--- config.mk ---
export PLATFORM = sky130hd
export DESIGN_NAME = nes_pad_reader
export DESIGN_NICKNAME = d
export VERILOG_FILES = /design/src/rtl/nes_pad_reader.sv
export SDC_FILE = /design/constraint.sdc
export NUM_CORES = 1
export LEC_CHECK = 0
export CORE_MARGIN = 3
export CORE_UTILIZATION = 45
export DETAILED_ROUTE_END_ITERATION = 8
export GPL_TIMING_DRIVEN = 0
export HOLD_SLACK_MARGIN = 0.03
export PLACE_DENSITY = 0.64
export SKIP_LAST_GASP = 1
export SYNTH_ARGS = -nofsm -noshare
export SYNTH_HDL_FRONTEND = slang
export SYNTH_SLANG_ARGS = --single-unit
--- constraint.sdc ---
create_clock -name clk -period 1.84 [get_ports clk]
set_input_delay 0.552 -clock clk [delete_from_list [all_inputs] [get_ports clk]]
set_output_delay 0.552 -clock clk [all_outputs]
set_load 0.1 [all_outputs]
--- src/rtl/nes_pad_reader.sv ---
`default_nettype none
// ============================================================================
// Module      : nes_pad_reader
// Description : Polls one NES controller over its latch/clock/data link.
//               A one-cycle poll_i strobe (taken only while idle) starts a
//               frame: latch pulse of 2*HALF_PERIOD cycles, then eight shift
//               clock pulses of HALF_PERIOD high / HALF_PERIOD low. Bit 0 is
//               captured at the end of the latch, bits 1..7 at the end of the
//               low half of pulses 1..7; pulse 8 only completes the protocol.
//               The captured byte is presented active-high on buttons_o with
//               a one-cycle valid_o strobe.
// Ports       : clk          in   system clock, rising edge
//               reset        in   asynchronous active-high reset
//               poll_i       in   1-cycle frame start strobe (idle only)
//               nes_data_i   in   controller serial data, active-low
//               nes_latch_o  out  controller latch, active-high, registered
//               nes_clk_o    out  controller shift clock, idle low, registered
//               buttons_o    out  [0]A [1]B [2]Sel [3]Start [4]Up [5]Down
//                                 [6]Left [7]Right, active-high
//               valid_o      out  1-cycle strobe, frame complete
//               busy_o       out  high from latch through done
// Config      : NES_DEBOUNCE_EN - when defined, buttons_o only updates when a
//               frame matches the previously captured frame.
// Revision    : 1.0 - initial release
// ============================================================================
module nes_pad_reader #(
  parameter int HALF_PERIOD = 6,
  parameter int NUM_BITS    = 8
) (
  input  logic                clk,
  input  logic                reset,
  input  logic                poll_i,
  input  logic                nes_data_i,
  output logic                nes_latch_o,
  output logic                nes_clk_o,
  output logic [NUM_BITS-1:0] buttons_o,
  output logic                valid_o,
  output logic                busy_o
);

  localparam int c_cnt_w = $clog2(2*HALF_PERIOD+1);
  localparam int c_idx_w = $clog2(NUM_BITS+1);
  localparam int c_sel_w = (NUM_BITS > 1) ? $clog2(NUM_BITS) : 1;

  // Counters are loaded with (length - 1) and the phase ends when they reach 0.
  localparam logic [c_cnt_w-1:0] c_latch_load = c_cnt_w'(2*HALF_PERIOD-1);
  localparam logic [c_cnt_w-1:0] c_half_load  = c_cnt_w'(HALF_PERIOD-1);
  localparam logic [c_idx_w-1:0] c_last_idx   = c_idx_w'(NUM_BITS);

  typedef enum logic [2:0] {
    S_IDLE     = 3'd0,
    S_LATCH    = 3'd1,
    S_PULSE_HI = 3'd2,
    S_PULSE_LO = 3'd3,
    S_DONE     = 3'd4
  } state_t;

  state_t              r_state;
  logic [c_cnt_w-1:0]  r_cnt;
  logic [c_idx_w-1:0]  r_idx;
  logic [NUM_BITS-1:0] r_shift;
`ifdef NES_DEBOUNCE_EN
  logic [NUM_BITS-1:0] r_prev;
`endif

  // All outputs are registered and are set on the edge that enters the state
  // they belong to, so they line up exactly with the state occupancy.
  always_ff @(posedge clk or posedge reset) begin
    if (reset) begin
      r_state     <= S_IDLE;
      r_cnt       <= '0;
      r_idx       <= '0;
      r_shift     <= '0;
      nes_latch_o <= 1'b0;
      nes_clk_o   <= 1'b0;
      buttons_o   <= '0;
      valid_o     <= 1'b0;
      busy_o      <= 1'b0;
`ifdef NES_DEBOUNCE_EN
      r_prev      <= '0;
`endif
    end else begin
      valid_o <= 1'b0;
      case (r_state)
        S_IDLE: begin
          if (poll_i) begin
            r_state     <= S_LATCH;
            r_cnt       <= c_latch_load;
            r_shift     <= '0;
            nes_latch_o <= 1'b1;
            busy_o      <= 1'b1;
          end
        end

        S_LATCH: begin
          if (r_cnt == '0) begin
            // The controller presents button A while latched.
            r_shift[0]  <= ~nes_data_i;
            r_idx       <= c_idx_w'(1);
            r_cnt       <= c_half_load;
            nes_latch_o <= 1'b0;
            nes_clk_o   <= 1'b1;
            r_state     <= S_PULSE_HI;
          end else begin
            r_cnt <= r_cnt - 1'b1;
          end
        end

        S_PULSE_HI: begin
          if (r_cnt == '0) begin
            r_cnt     <= c_half_load;
            nes_clk_o <= 1'b0;
            r_state   <= S_PULSE_LO;
          end else begin
            r_cnt <= r_cnt - 1'b1;
          end
        end

        S_PULSE_LO: begin
          if (r_cnt == '0) begin
            // Sample late in the low half so the data has long settled after
            // the controller shifted on the preceding rising clock edge.
            if (r_idx < c_last_idx) begin
              r_shift[r_idx[c_sel_w-1:0]] <= ~nes_data_i;
            end
            if (r_idx == c_last_idx) begin
              r_state <= S_DONE;
              valid_o <= 1'b1;
`ifdef NES_DEBOUNCE_EN
              // Two consecutive identical frames are required to publish.
              if (r_shift == r_prev) begin
                buttons_o <= r_shift;
              end
              r_prev <= r_shift;
`else
              buttons_o <= r_shift;
`endif
            end else begin
              r_idx     <= r_idx + 1'b1;
              r_cnt     <= c_half_load;
              nes_clk_o <= 1'b1;
              r_state   <= S_PULSE_HI;
            end
          end else begin
            r_cnt <= r_cnt - 1'b1;
          end
        end

        S_DONE: begin
          // poll_i is deliberately not looked at here.
          busy_o  <= 1'b0;
          r_state <= S_IDLE;
        end

        default: begin
          nes_latch_o <= 1'b0;
          nes_clk_o   <= 1'b0;
          busy_o      <= 1'b0;
          r_state     <= S_IDLE;
        end
      endcase
    end
  end

endmodule
`default_nettype wire
==> metrics.cfg, run 1 <==
[run_status]
status = complete, but fails checks
violations = setup timing

[global_routing]
grt_use_total_pct = 18.26
grt_pass1_vias = 1188
antenna_found_initial = 0
grt_pass1_wl_microns = 5754
grt-ovfl-total = 0
grt_max_degree = 32

[clock_network]
clockBufferDepth = 2
clk_latency_ns = 0.34
cts_sinks = 31
cts.htree.levels = 2
cts_root_buffer = clkbuf_4
cts_tree = done
path_clk_slew_ns = 0.11
cts_inserted_buffers = 5
hold_buffers = 0

[yosys]
yosysTopAreaCellShare_pct = 50.86
seq_area_frac_synth_pct = 50.86
synth_nets = 151
ys_types = 39
ys_ff_latch = 31
syn_inst = 145
syn_area_per_cell_sq_um = 10.52
yosys_most_used_dff = dfrtp_1
ys_warn_count = 0
synthTopCellsByArea = dfrtp_1 51%, mux2_4 7.9%, o21ai_0 5.6%, nor2_1 3.0%, o31ai_1 3.0%
syn_area_sq_mm = 0.001525
synthArstFlopShare_pct = 100.0
yosysTopAreaCell = dfrtp_1
synth_edf_count = 0

[setup_path]
worstPathMaxFanout = 7
rr_startpoint = r_cnt[0]
worstSetupStartpoint = r_cnt[0]
endpoint_kind = flip-flop
worst-setup-path-type = reg2reg
worstPathRequired_ns = 2.07
cp-start-kind = flip-flop
cp.arrival_ns = 2.21
worstRegToRegCells = 5

[worst_hold_path]
worstHoldStart = busy_o
hp-class = reg2reg
holdPathStages = 2

[route]
dr_total_vias = 1281
wire_per_inst_microns = 15.59
dr_wl_met3_microns = 145
drt_iter0_drc = 42
drt-total-wl_microns = 3569
met2_length_microns = 1685
avgViaCountPerCell = 5.594
ant_nets = 0
firstDrtPassIters = 4
m1WireLength_microns = 1676
routed.top_layer = met4
drcViolationCount = 0

[power]
powerDensity_mw_per_mm2 = 1862
leakagePower_uw = 0.0009182
ir_worst_vdd_mv = 1.167

[timing]
finalHoldViolCount = 0
max_freq_mhz = 503.7
slew_viol_final = 0
fin_crit_sh_pct = 107.9
fin_crit_ns = 1.985
setup_violations = 10
fin_ws_ns = -0.1453
max_slew.worst_pin.slew_ns = 1.164
relSlewSlack_pct = 22.29
rsz0062_at_grt = yes
fin_skew_ns = 0.007242

[place]
port_buffers = 15
dp_slack_ns = -0.6895
place_congestion = 0.8122
dp_hpwl_microns = 2220

[final_layout]
antennaDiodeCount = 0
nets = 190
fin_util_pct = 63.53
syn_to_final_growth_pct = 31.34
drive_gt1_share_pct = 34.59

[die]
core_area_sq_mm = 0.003153
dieArea_sq_mm = 0.004124
io_pins = 16
fp-row-count = 20
die_h_microns = 64.22
initial_core_util_pct = 48.37
die_w_microns = 64.22

[job]
maxCapViolations = 0

-- power by group --
group / switching, uW / total (uW) / internal [uW] / leakage, uW
Sequential: 190 / 1090 / 902 / 0.000390
Combinational: 1270 / 2060 / 788 / 0.000480
Clock: 258 / 579 / 321 / 0.0000482
-- cell usage after synthesis (all sizes together), types with 2 or more instances --
master,count
a21o,2
a21oi,7
a22o,2
a311oi,2
a31oi,4
clkbuf,6
dfrtp,31
ha,2
inv,5
mux2,9
nand2,11
nand2b,3
nand3,2
nand4b,2
nor2,12
nor2b,2
o21a,2
o21ai,17
o31ai,6
or2,2
-- final cells by class --
| class | instances | area (sq um) |
|---|---|---|
| Fill cell | 268 | 1150 |
| Multi-Input combinational cell | 103 | 780.7 |
| Sequential cell | 31 | 778.2 |
| Timing Repair Buffer | 32 | 245.2 |
| Tap cell | 44 | 55.05 |
| Clock buffer | 6 | 51.30 |
| Clock inverter | 2 | 35.03 |
| Buffer | 6 | 31.28 |
| Inverter | 5 | 26.28 |
-- registers in the layout, indices dropped and copies added (netlist names) --
signal and count:
busy_o 1, buttons_o 8, nes_clk_o 1, nes_latch_o 1, r_cnt 4, r_idx 4, r_shift 8, r_state 3
valid_o 1
-- kinds of logic (layout without fill, tap and decap cells) --
| kind of cell | count (synthesis) | after routing | synth area share [%] |
|---|---|---|---|
| AOI/OAI and AO/OA | 47 | 47 | 19.61 |
| adders and majority gates | 2 | 2 | 1.640 |
| buffers and inverters | 11 | 51 | 3.035 |
| DFF | 31 | 31 | 50.86 |
| muxes | 10 | 10 | 9.270 |
| and+or+nand+nor | 44 | 44 | 15.59 |
-- what timing repair did --
item / CTS / global route
buffers inserted: 5 / 12
pin swaps: 5 / 6
setup endpoints to repair: 36 / 33
resized for setup: 43 / 34
-- cells in the final DEF (no fill, tap or decap), types with 3 or more instances in the layout --
cell and n:
dfrtp_1 29, buf_4 17, o21ai_0 14, nor2_1 11, nand2_1 11, mux2_4 8
a21oi_1 7, buf_2 7, o31ai_1 5, clkbuf_4 5, clkbuf_1 4, inv_1 4
a31oi_1 4, nand2b_1 3, o21ai_1 3, clkdlybuf4s50_1 3, clkdlybuf4s18_2 3
-- critical path, cell delays in order, from the launching register on --
cell and delay, ns:
dfrtp_2 0.46, or3_4 0.34, or3b_4 0.38, or2_4 0.31
inv_8 0.10, mux2_4 0.30
-- per-stage QoR --
stage	power [uW]	cell area [sq um]	instances	TNS (ns)	hold slack (ns)
after global placement	2724	1732	204	-13.01	0.4799
final	3729	2003	229	-1.053	0.5112
after detailed placement	2769	1732	204	-13.63	0.4890
after global routing	3964	2003	229	-1.792	0.5333
after CTS	3441	1901	217	-1.787	0.5131
after floorplan	2398	1526	145	-0.6580	0.4697
-- per-layer routing --
metal / vias to the layer above / global-route usage [%]
li1: 609 / -
met1: 628 / 23.71
met2: 35 / 29.03
met3: 9 / 5.097
met4: 0 / 6.596
met5: - / 0
-- path summary, 6_finish.rpt --
kind	end	slack (ns)
max reg2reg	buttons_o[5]	-0.15
min reg2reg	busy_o	0.51
max	buttons_o[5]	-0.15
max in group asynchronous	r_idx[1]	0.25
min in group asynchronous	buttons_o[0]	0.81
min	busy_o	0.51
Power figures use the tool's default switching activity.
==> inputs of run 2 (changes only) <==
--- a/config.mk
+++ b/config.mk
@@ -8,6 +8,7 @@
 export CORE_MARGIN = 3
 export CORE_UTILIZATION = 45
 export DETAILED_ROUTE_END_ITERATION = 8
+export GPL_ROUTABILITY_DRIVEN = 0
 export GPL_TIMING_DRIVEN = 0
 export HOLD_SLACK_MARGIN = 0.03
 export PLACE_DENSITY = 0.64
==> results of run 2 <==
Same layout as run 1: the final DEF is identical, and so are final timing and power.
==> inputs of run 3 (changes only) <==
--- a/config.mk
+++ b/config.mk
@@ -7,11 +7,13 @@
 export LEC_CHECK = 0
 export CORE_MARGIN = 3
 export CORE_UTILIZATION = 45
+export CTS_BUF_LIST = sky130_fd_sc_hd__clkbuf_8
+export CTS_CLUSTER_SIZE = 12
 export DETAILED_ROUTE_END_ITERATION = 8
 export GPL_ROUTABILITY_DRIVEN = 0
 export GPL_TIMING_DRIVEN = 0
 export HOLD_SLACK_MARGIN = 0.03
-export PLACE_DENSITY = 0.64
+export PLACE_DENSITY = 0.7
 export SKIP_LAST_GASP = 1
 export SYNTH_ARGS = -nofsm -noshare
 export SYNTH_HDL_FRONTEND = slang
==> run 3 against run 2 <==
  * The run still ends with setup timing left
  * Hold slack lost 0.015 ns
  * Clock skew decreased by 0.0044 ns
  * Sequential cell count stayed put
  * Die area unchanged
  * Power is 5.0% lower
  * Cell count down 3.9%
  * Register-to-register slack hardly changed
  * Count of clock-buffer cells in the layout grew 1
  * Fmax rose by 0.34%
  * Non-clock buffer count shrank 9
  * Sequential power about the same
  * Critical endpoint is now buttons_o[1]
  * Largest power group unchanged
==> metrics.cfg, run 3 (synthesized netlist as in run 1, its figures left out) <==
[run_status]
status = complete, but fails checks
violations = setup timing

[timing]
rsz0062_at_grt = yes
fin_tns_setup_ns = -0.9687
max_freq_mhz = 505.4
max_slew.worst_pin.slew_ns = 0.6540
fin_skew_ns = 0.002880
setup_violations = 9
fin_crit_ns = 1.979
relSlewSlack_pct = 56.31
finalHoldViolCount = 0
fin_ws_ns = -0.1385
fin_crit_sh_pct = 107.5
slew_viol_final = 0

[global_routing]
grt-ovfl-total = 0
grt_pass1_wl_microns = 5319
grt_max_degree = 32
antenna_found_initial = 0
grt_use_total_pct = 16.87
grt_pass1_vias = 1152

[route]
ant_nets = 0
routed.top_layer = met4
dr_wl_met3_microns = 119
drt_iter0_drc = 46
dr_total_vias = 1225
m1WireLength_microns = 1500
drt-total-wl_microns = 3189
met2_length_microns = 1501
wire_per_inst_microns = 14.50
drcViolationCount = 0
avgViaCountPerCell = 5.568
firstDrtPassIters = 4

[clock_network]
cts_inserted_buffers = 5
cts_sinks = 31
cts_tree = done
clockBufferDepth = 2
cts_root_buffer = clkbuf_8
cts.htree.levels = 2
clk_latency_ns = 0.28
path_clk_slew_ns = 0.06

[setup_path]
endpoint_kind = flip-flop
reg2reg_to = buttons_o[1]
rr_startpoint = r_cnt[2]
worstPathRequired_ns = 2.01
cp-start-kind = flip-flop
rrSetupSlack_ns = -0.14
cp.arrival_ns = 2.14
worstPathMaxFanout = 7
worst-setup-path-type = reg2reg
worstRegToRegCells = 5

[final_layout]
drive_gt1_share_pct = 30.11
nets = 181
final_common_cell = dfrtp_1
seq_area_sq_um = 777.0
reg.largest.list = buttons_o x8, r_shift x8
multi_input_area_sq_um = 768.2
nFillCells = 270
antennaDiodeCount = 0
final_cell_mix = 30 x dfrtp_1, 16 x o21ai_0, 12 x clkdlybuf4s15_2
syn_to_final_growth_pct = 29.94

[die]
die_w_microns = 64.22
die_h_microns = 64.22
core_area_sq_mm = 0.003153
dieArea_sq_mm = 0.004124
initial_core_util_pct = 48.37
fp-row-count = 20
io_pins = 16

[worst_hold_path]
holdPathEnd = nes_latch_o
holdPathStages = 1
hp-class = reg2reg
worstHoldStart = nes_latch_o

[place]
port_buffers = 15
dp_slack_ns = -0.6980
dp_hpwl_microns = 2071

[power]
leakagePower_uw = 0.0008710
powerDensity_mw_per_mm2 = 1788
total_power_uw = 3544
ir_worst_vdd_mv = 1.088

[job]
maxCapViolations = 0

## run 3: area by class of cell
type	count	share of cell area, %
buffer	6	1.199
clock buffer	7	4.861
clock inverter	1	0.1894
inverter	5	1.515
multi-input combinational	103	38.76
sequential	31	39.20
tap	44	2.778
timing repair buffer	23	11.49
## run 3: metrics by stage
step | utilization [%] | area [sq um] | hold WS, ns | instances
floorplan | - | 1526 | 0.4697 | 145
global placement | 54.92 | 1732 | 0.4809 | 204
detailed placement | 54.92 | 1732 | 0.4857 | 204
CTS | 60.44 | 1906 | 0.5019 | 217
global route | 62.86 | 1982 | 0.5236 | 220
finish | 62.86 | 1982 | 0.4963 | 220
## run 3: timing repair
item                                    in CTS  in global routing
endpoints found under the setup margin      34                 54
pin swaps                                    4                  5
gates resized for setup                     40                 14
buffers inserted                             5                  3
hold buffers                                 0                  0
hold endpoints to repair                     0                  0
## run 3: worst max path at each step
stage / from / to / slack [ns]
final: r_cnt[2] / buttons_o[1] / -0.14
after global routing: r_cnt[2] / buttons_o[3] / -0.19
after CTS: r_cnt[1] / r_shift[5] / -0.18
after detailed placement: poll_i / r_shift[5] / -0.70
after global placement: poll_i / r_shift[7] / -0.63
after floorplan: r_cnt[2] / buttons_o[0] / -0.11
## run 3: routing by layer
metal	vias to the layer above	GRT usage [%]
met5	-	0
met4	0	10.03
met3	7	3.691
met2	30	24.52
met1	596	22.94
li1	592	-
## run 3: critical path, cell delays in order (launching register included)
cell and delay (ns):
dfrtp_1 0.40, or3_4 0.38, or3b_4 0.38, or2_4 0.31
inv_8 0.10, mux2_4 0.30
## run 3: power breakdown
part | switching [uW] | leakage (uW) | internal [uW]
clock | 239 | 0.0000557 | 335
sequential | 175 | 0.000392 | 903
combinational | 1210 | 0.000424 | 682
total | 1620 | 0.000871 | 1920
==> RTL change 1 (flow settings as in run 3) <==
Register the output `nes_latch_o` once more, with the module's reset; this adds one clock of latency there. The other outputs are not delayed to match. Comments in the files are not updated.
--- a/src/rtl/nes_pad_reader.sv
+++ b/src/rtl/nes_pad_reader.sv
@@ -55,6 +55,8 @@
     S_DONE     = 3'd4
   } state_t;
 
+  logic nes_latch_s0;
+
   state_t              r_state;
   logic [c_cnt_w-1:0]  r_cnt;
   logic [c_idx_w-1:0]  r_idx;
@@ -71,7 +73,7 @@
       r_cnt       <= '0;
       r_idx       <= '0;
       r_shift     <= '0;
-      nes_latch_o <= 1'b0;
+      nes_latch_s0 <= 1'b0;
       nes_clk_o   <= 1'b0;
       buttons_o   <= '0;
       valid_o     <= 1'b0;
@@ -87,7 +89,7 @@
             r_state     <= S_LATCH;
             r_cnt       <= c_latch_load;
             r_shift     <= '0;
-            nes_latch_o <= 1'b1;
+            nes_latch_s0 <= 1'b1;
             busy_o      <= 1'b1;
           end
         end
@@ -98,7 +100,7 @@
             r_shift[0]  <= ~nes_data_i;
             r_idx       <= c_idx_w'(1);
             r_cnt       <= c_half_load;
-            nes_latch_o <= 1'b0;
+            nes_latch_s0 <= 1'b0;
             nes_clk_o   <= 1'b1;
             r_state     <= S_PULSE_HI;
           end else begin
@@ -153,7 +155,7 @@
         end
 
         default: begin
-          nes_latch_o <= 1'b0;
+          nes_latch_s0 <= 1'b0;
           nes_clk_o   <= 1'b0;
           busy_o      <= 1'b0;
           r_state     <= S_IDLE;
@@ -162,5 +164,13 @@
     end
   end
 
+  always_ff @(posedge clk or posedge reset) begin
+    if (reset) begin
+      nes_latch_o <= '0;
+    end else begin
+      nes_latch_o <= nes_latch_s0;
+    end
+  end
+
 endmodule
 `default_nettype wire
Formal check against the unedited RTL: not equivalent (a bounded check fails within 4 cycles, from zero or initial values and one cycle with reset high).
==> RTL change 1 against run 3 <==
Sequential cell count rose by 1; via count rose by 5.1%; setup slack improved by 150 ps; die area rose by 2.7%; clock power rose by 26%; total power fell by 11%; global-route usage rose by 1.6 points; routed wire length rose by 13%; register-to-register slack improved by 180 ps; area after synthesis rose by 3.0%; final area rose by 3.9%; sequential power barely moved; largest power group unchanged; non-clock buffer count rose by 2; critical path type is now in -> reg; utilization rose by 1.9 points.
==> RTL change 1: results (changes against run 3) <==
- Seq cells: 32 (+3.2%)
- GRT Total Usage: 0.1844 (+0.01577)
- Bufs w/o clock: 31 (+6.9%)
- DP Area: 1787 um2 (+3.2%)
- P_clk: 723 uW (+26%)
- Logic power comb: 1.34 mW (-29%)
- Vias in the first global route: 1,254 (+8.9%)
- Share of cell area taken by multi-input logic gates: 0.3657 (-0.02189)
- Fill cells: 271 (+0.37%)
- Commonest cells post-synth: 32 x dfrtp_1, 17 x o21ai_1
- Seq/total area: 0.3894 (-0.002618)
- Non-Filler Instances: 228 (+3.6%)
- First-pass GRT wire length: 5.947 mm (+12%)
- Top cells by area, synth: dfrtp_1 51%, mux2_1 5.7%, o21ai_1 5.4%, a31oi_1 3.2%, a21oi_1 2.5%
- Synth Area per Inst: 10.41 um2 (-1.1%)
- Drt initial violations: 86 (+87%)
- Fraction of layout cells with a size suffix above 1: 0.2826 (-0.01853)
- CTS buffer count: 5 (unchanged)
- Post-synthesis sequential area ratio: 0.5096 (+0.0009405)
- Detailed Place HPWL: 2.281 mm (+10%)
- Syn Nets: 157 (+4.0%)
- Lkg Pwr: 0.8984 nW (+3.1%)
- Well Taps: 44 (unchanged)
- Skew-Pair Late Insertion Delay: 280 ps (about the same)
- Min-Delay Path Class: reg -> reg
- Synth cell types: 43 (+10%)
- Clock transition at the registers of the reported paths: 60 ps (about the same)
- Skew final: 6.920 ps (+4.040 ps)
- Antenna violations before repair: 0 (unchanged)
- Maximum vdd drop: 929.5 uV (-15%)
- Largest net degree at the start of global routing: 33 (+3.1%)
- Multi-input gate area: 753.2 um2 (-2.0%)
- Clock network power share: 0.230 (+0.068)
- CTS max path bufs: 2 (unchanged)
- Signal inverters: 7 (+2)
- Status: complete, no violations
- Multi-input gate count: 106 (+2.9%)
- Arr. time, crit path: 1990 ps (-150 ps)
- Routed wire length: 3.591 mm (+13%)
- Post-place setup slack: -485.0 ps (+213.0 ps)
- Port Buf Inserts: 15 (unchanged)
- Worst slew margin: 0.5601 (-0.002968)
- Initial DRT Pass Iterations: 4 (unchanged)
- Vias per cell: 5.645 (+1.4%)
- Non-Clock Buffer Area Fraction: 0.1385 (+0.01162)
- ClkCell Share: 0.06136 (+0.01086)
- Final nets: 189 (+4.4%)
- Placed cell count: 210 (+2.9%)
- Pint: 1.854 mW (-3.4%)
==> RTL change 1: cell families (layout without fill, tap and decap cells) <==
family | after synthesis | count (layout) | share of synthesized area
DFF | 32 | 32 | 0.5096
buffers and inverters | 14 | 46 | 0.04060
muxes | 9 | 9 | 0.06370
AOI/OAI and AO/OA | 49 | 49 | 0.1975
adders and majority gates | 2 | 2 | 0.01592
and+or+nand+nor | 45 | 46 | 0.1728
==> RTL change 1: layer usage <==
| metal | vias up | GRT usage | wire, um | part of all wire |
|---|---|---|---|---|
| met4 | 0 | 0.06995 | 82 | 0.023 |
| met1 | 613 | 0.2489 | 1610 | 0.45 |
| met2 | 43 | 0.2771 | 1674 | 0.47 |
| li1 | 623 | - | - | - |
| met3 | 8 | 0.05983 | 224 | 0.062 |
| met5 | - | 0 | 0 | 0 |
==> RTL change 1: path summary, 6_finish.rpt <==
check                           slack (ps)                startpoint                  endpoint  cells after the start
worst max register to register          40      r_idx[0]$_DFFE_PP0P_      r_cnt[1]$_DFFE_PP0P_                      7
worst min register to register         410  nes_latch_s0$_DFFE_PP0P_     nes_latch_o$_DFF_PP0_                      0
min in group asynchronous              710                     reset  buttons_o[1]$_DFFE_PP0P_                      2
worst min-delay path                   410  nes_latch_s0$_DFFE_PP0P_     nes_latch_o$_DFF_PP0_                      0
max in group asynchronous              730                     reset      r_cnt[0]$_DFFE_PP0P_                      2
worst max-delay path                    10                    poll_i    r_shift[4]$_DFFE_PP0P_                      5
==> RTL change 1: what timing repair did <==
item,4_1_cts,5_1_grt
endpoints found under the setup margin,29,42
cloned,1,0
pin swaps,3,2
gates resized for setup,40,13
buffers inserted,4,5
==> RTL change 1: worst max-delay path, cell delays in order <==
cell,delay (ps)
clkdlybuf4s50_1,640
nor4b_4,340
a41oi_2,140
o21ai_1,230
o31ai_2,80
==> RTL change 2 (config.mk and constraints of run 3) <==
Made on the original files. Build with the macro `NES_DEBOUNCE_EN` defined.
--- a/src/rtl/nes_pad_reader.sv
+++ b/src/rtl/nes_pad_reader.sv
@@ -23,6 +23,8 @@
 //               frame matches the previously captured frame.
 // Revision    : 1.0 - initial release
 // ============================================================================
+`define NES_DEBOUNCE_EN
+
 module nes_pad_reader #(
   parameter int HALF_PERIOD = 6,
   parameter int NUM_BITS    = 8
Behaviour: no difference found for any inputs over 10 cycles, from zero or initial values and one cycle with reset high; that may be too few to reach the edited logic, so the function may still have changed.
==> RTL change 2 against run 3 <==
The flow still finishes with violations (setup timing); routed wire length up 40%; setup slack worse by 66 ps; final cell count up 22%; final area up 26%; area after synthesis up 27%; sequential cell count up 8; critical path type unchanged; largest cell class unchanged; worst hold slack better by 9.5 ps; sequential power up 13%; count of clock-buffer cells in the layout down 2; total power up 2.5%.
==> RTL change 2: results (changes against run 3) <==
- Status: finished with violations
- Failing checks: setup timing
- Largest net degree at the start of global routing: 40 (+25%)
- GR Util met2: 0.2673 (+0.02219)
- CP max stage cell: or4_4
- Detailed Place HPWL: 2.709 mm (+31%)
- Top cells by area, synth: dfrtp_1 50%, mux2_4 6.2%, o21ai_0 5.7%, mux2_2 4.6%, xor2_1 3.6%
- Vias per cell: 5.683 (+2.1%)
- Sw Ratio: 0.4011 (-0.05733)
- Endpoints failing setup: 16 (+7)
- Synth Area per Inst: 10.62 um2 (+0.94%)
- Final nets: 223 (+23%)
- Final WS setup: -204.7 ps (-66.19 ps)
- Worst slew pin tran: 792.8 ps (+138.8 ps)
- Skew-Pair Late Insertion Delay: 300 ps (+20 ps)
- P_clk: 843 uW (+47%)
- Biggest regs: buttons_o x8, r_prev x8, r_shift x8
- Clock transition at the registers of the reported paths: 80 ps (+20 ps)
- M1 wire length: 2.169 mm (+45%)
- Routed wire length: 4.466 mm (+40%)
- WHS Path Cells: 2 (+1)
- Vias in the first global route: 1,454 (+26%)
- Postcts setup bufs: 6 (+1)
- Post-place setup slack: -852.0 ps (-153.9 ps)
- Resized Gates After CTS: 42 (+5.0%)
- Placed cell count: 248 (+22%)
- CP Max Fanout: 8 (+1)
- GRT Total Usage: 0.1737 (+0.005063)
- Skew final: 13.96 ps (+11.08 ps)
- Reg2reg end: buttons_o[4]$_DFFE_PP0P_
- Maximum vdd drop: 1390 uV (+28%)
- Met1 Use GR: 0.2446 (+0.01521)
- Worst Hold End: busy_o$_DFFE_PP0P_
- Min Hold Slack: 505.8 ps (+9.506 ps)
- Routed wl met2: 2.135 mm (+42%)
- Commonest cells post-synth: 39 x dfrtp_1, 22 x o21ai_0, 11 x nand2_1, 9 x nor2_1
- Port Buf Inserts: 15 (unchanged)
- Worst r2r src: r_cnt[3]$_DFFE_PP0P_
- Arr. time, crit path: 2210 ps (+70 ps)
- Setup TNS: -2545 ps (-1576 ps)
- Worst R2R Path Depth: 5 (unchanged)
- Hold path startpoint: busy_o$_DFFE_PP0P_
- Post-synthesis sequential area ratio: 0.5023 (-0.006360)
- Drt initial violations: 91 (+98%)
- Met3 usage: 0.03787 (+0.0009613)
- Non-Filler Instances: 268 (+22%)
- Comb pwr share: 0.433 (-0.101)
- CP max stage delay: 540 ps (+140 ps)
- WL met3: 115 um (-3.4%)
- Syn Nets: 189 (+25%)
- Fraction of layout cells with a size suffix above 1: 0.2982 (-0.002971)
- Synth cell types: 40 (+2.6%)
- First-pass GRT wire length: 7.003 mm (+32%)
-- RTL change 2: logic make-up after synthesis --
kind of cell               share of synthesized area
and+or+nand+nor                               0.1661
AOI/OAI and AO/OA                             0.1372
DFF                                           0.5023
buffers and inverters                        0.03735
muxes                                         0.1082
xor gates and xnor gates                     0.03606
adders and majority gates                    0.01288
-- RTL change 2: per-stage QoR --
| stage | power [mW] | cell area, um2 |
|---|---|---|
| after global routing | 3.817 | 2502 |
| after floorplan | 2.183 | 1943 |
| after global placement | 2.436 | 2156 |
| after detailed placement | 2.483 | 2156 |
| final | 3.631 | 2502 |
| after CTS | 3.431 | 2362 |
-- RTL change 2: area by class of cell --
type,count,area (um2)
inverters,7,26.28
fillers,329,1584
clock inverters,3,63.81
multi-input cells,127,960.9
well taps,50,62.56
clock buffers,5,68.82
flip-flops and latches,39,978.4
plain buffers,6,31.28
repair buffers,31,310.3
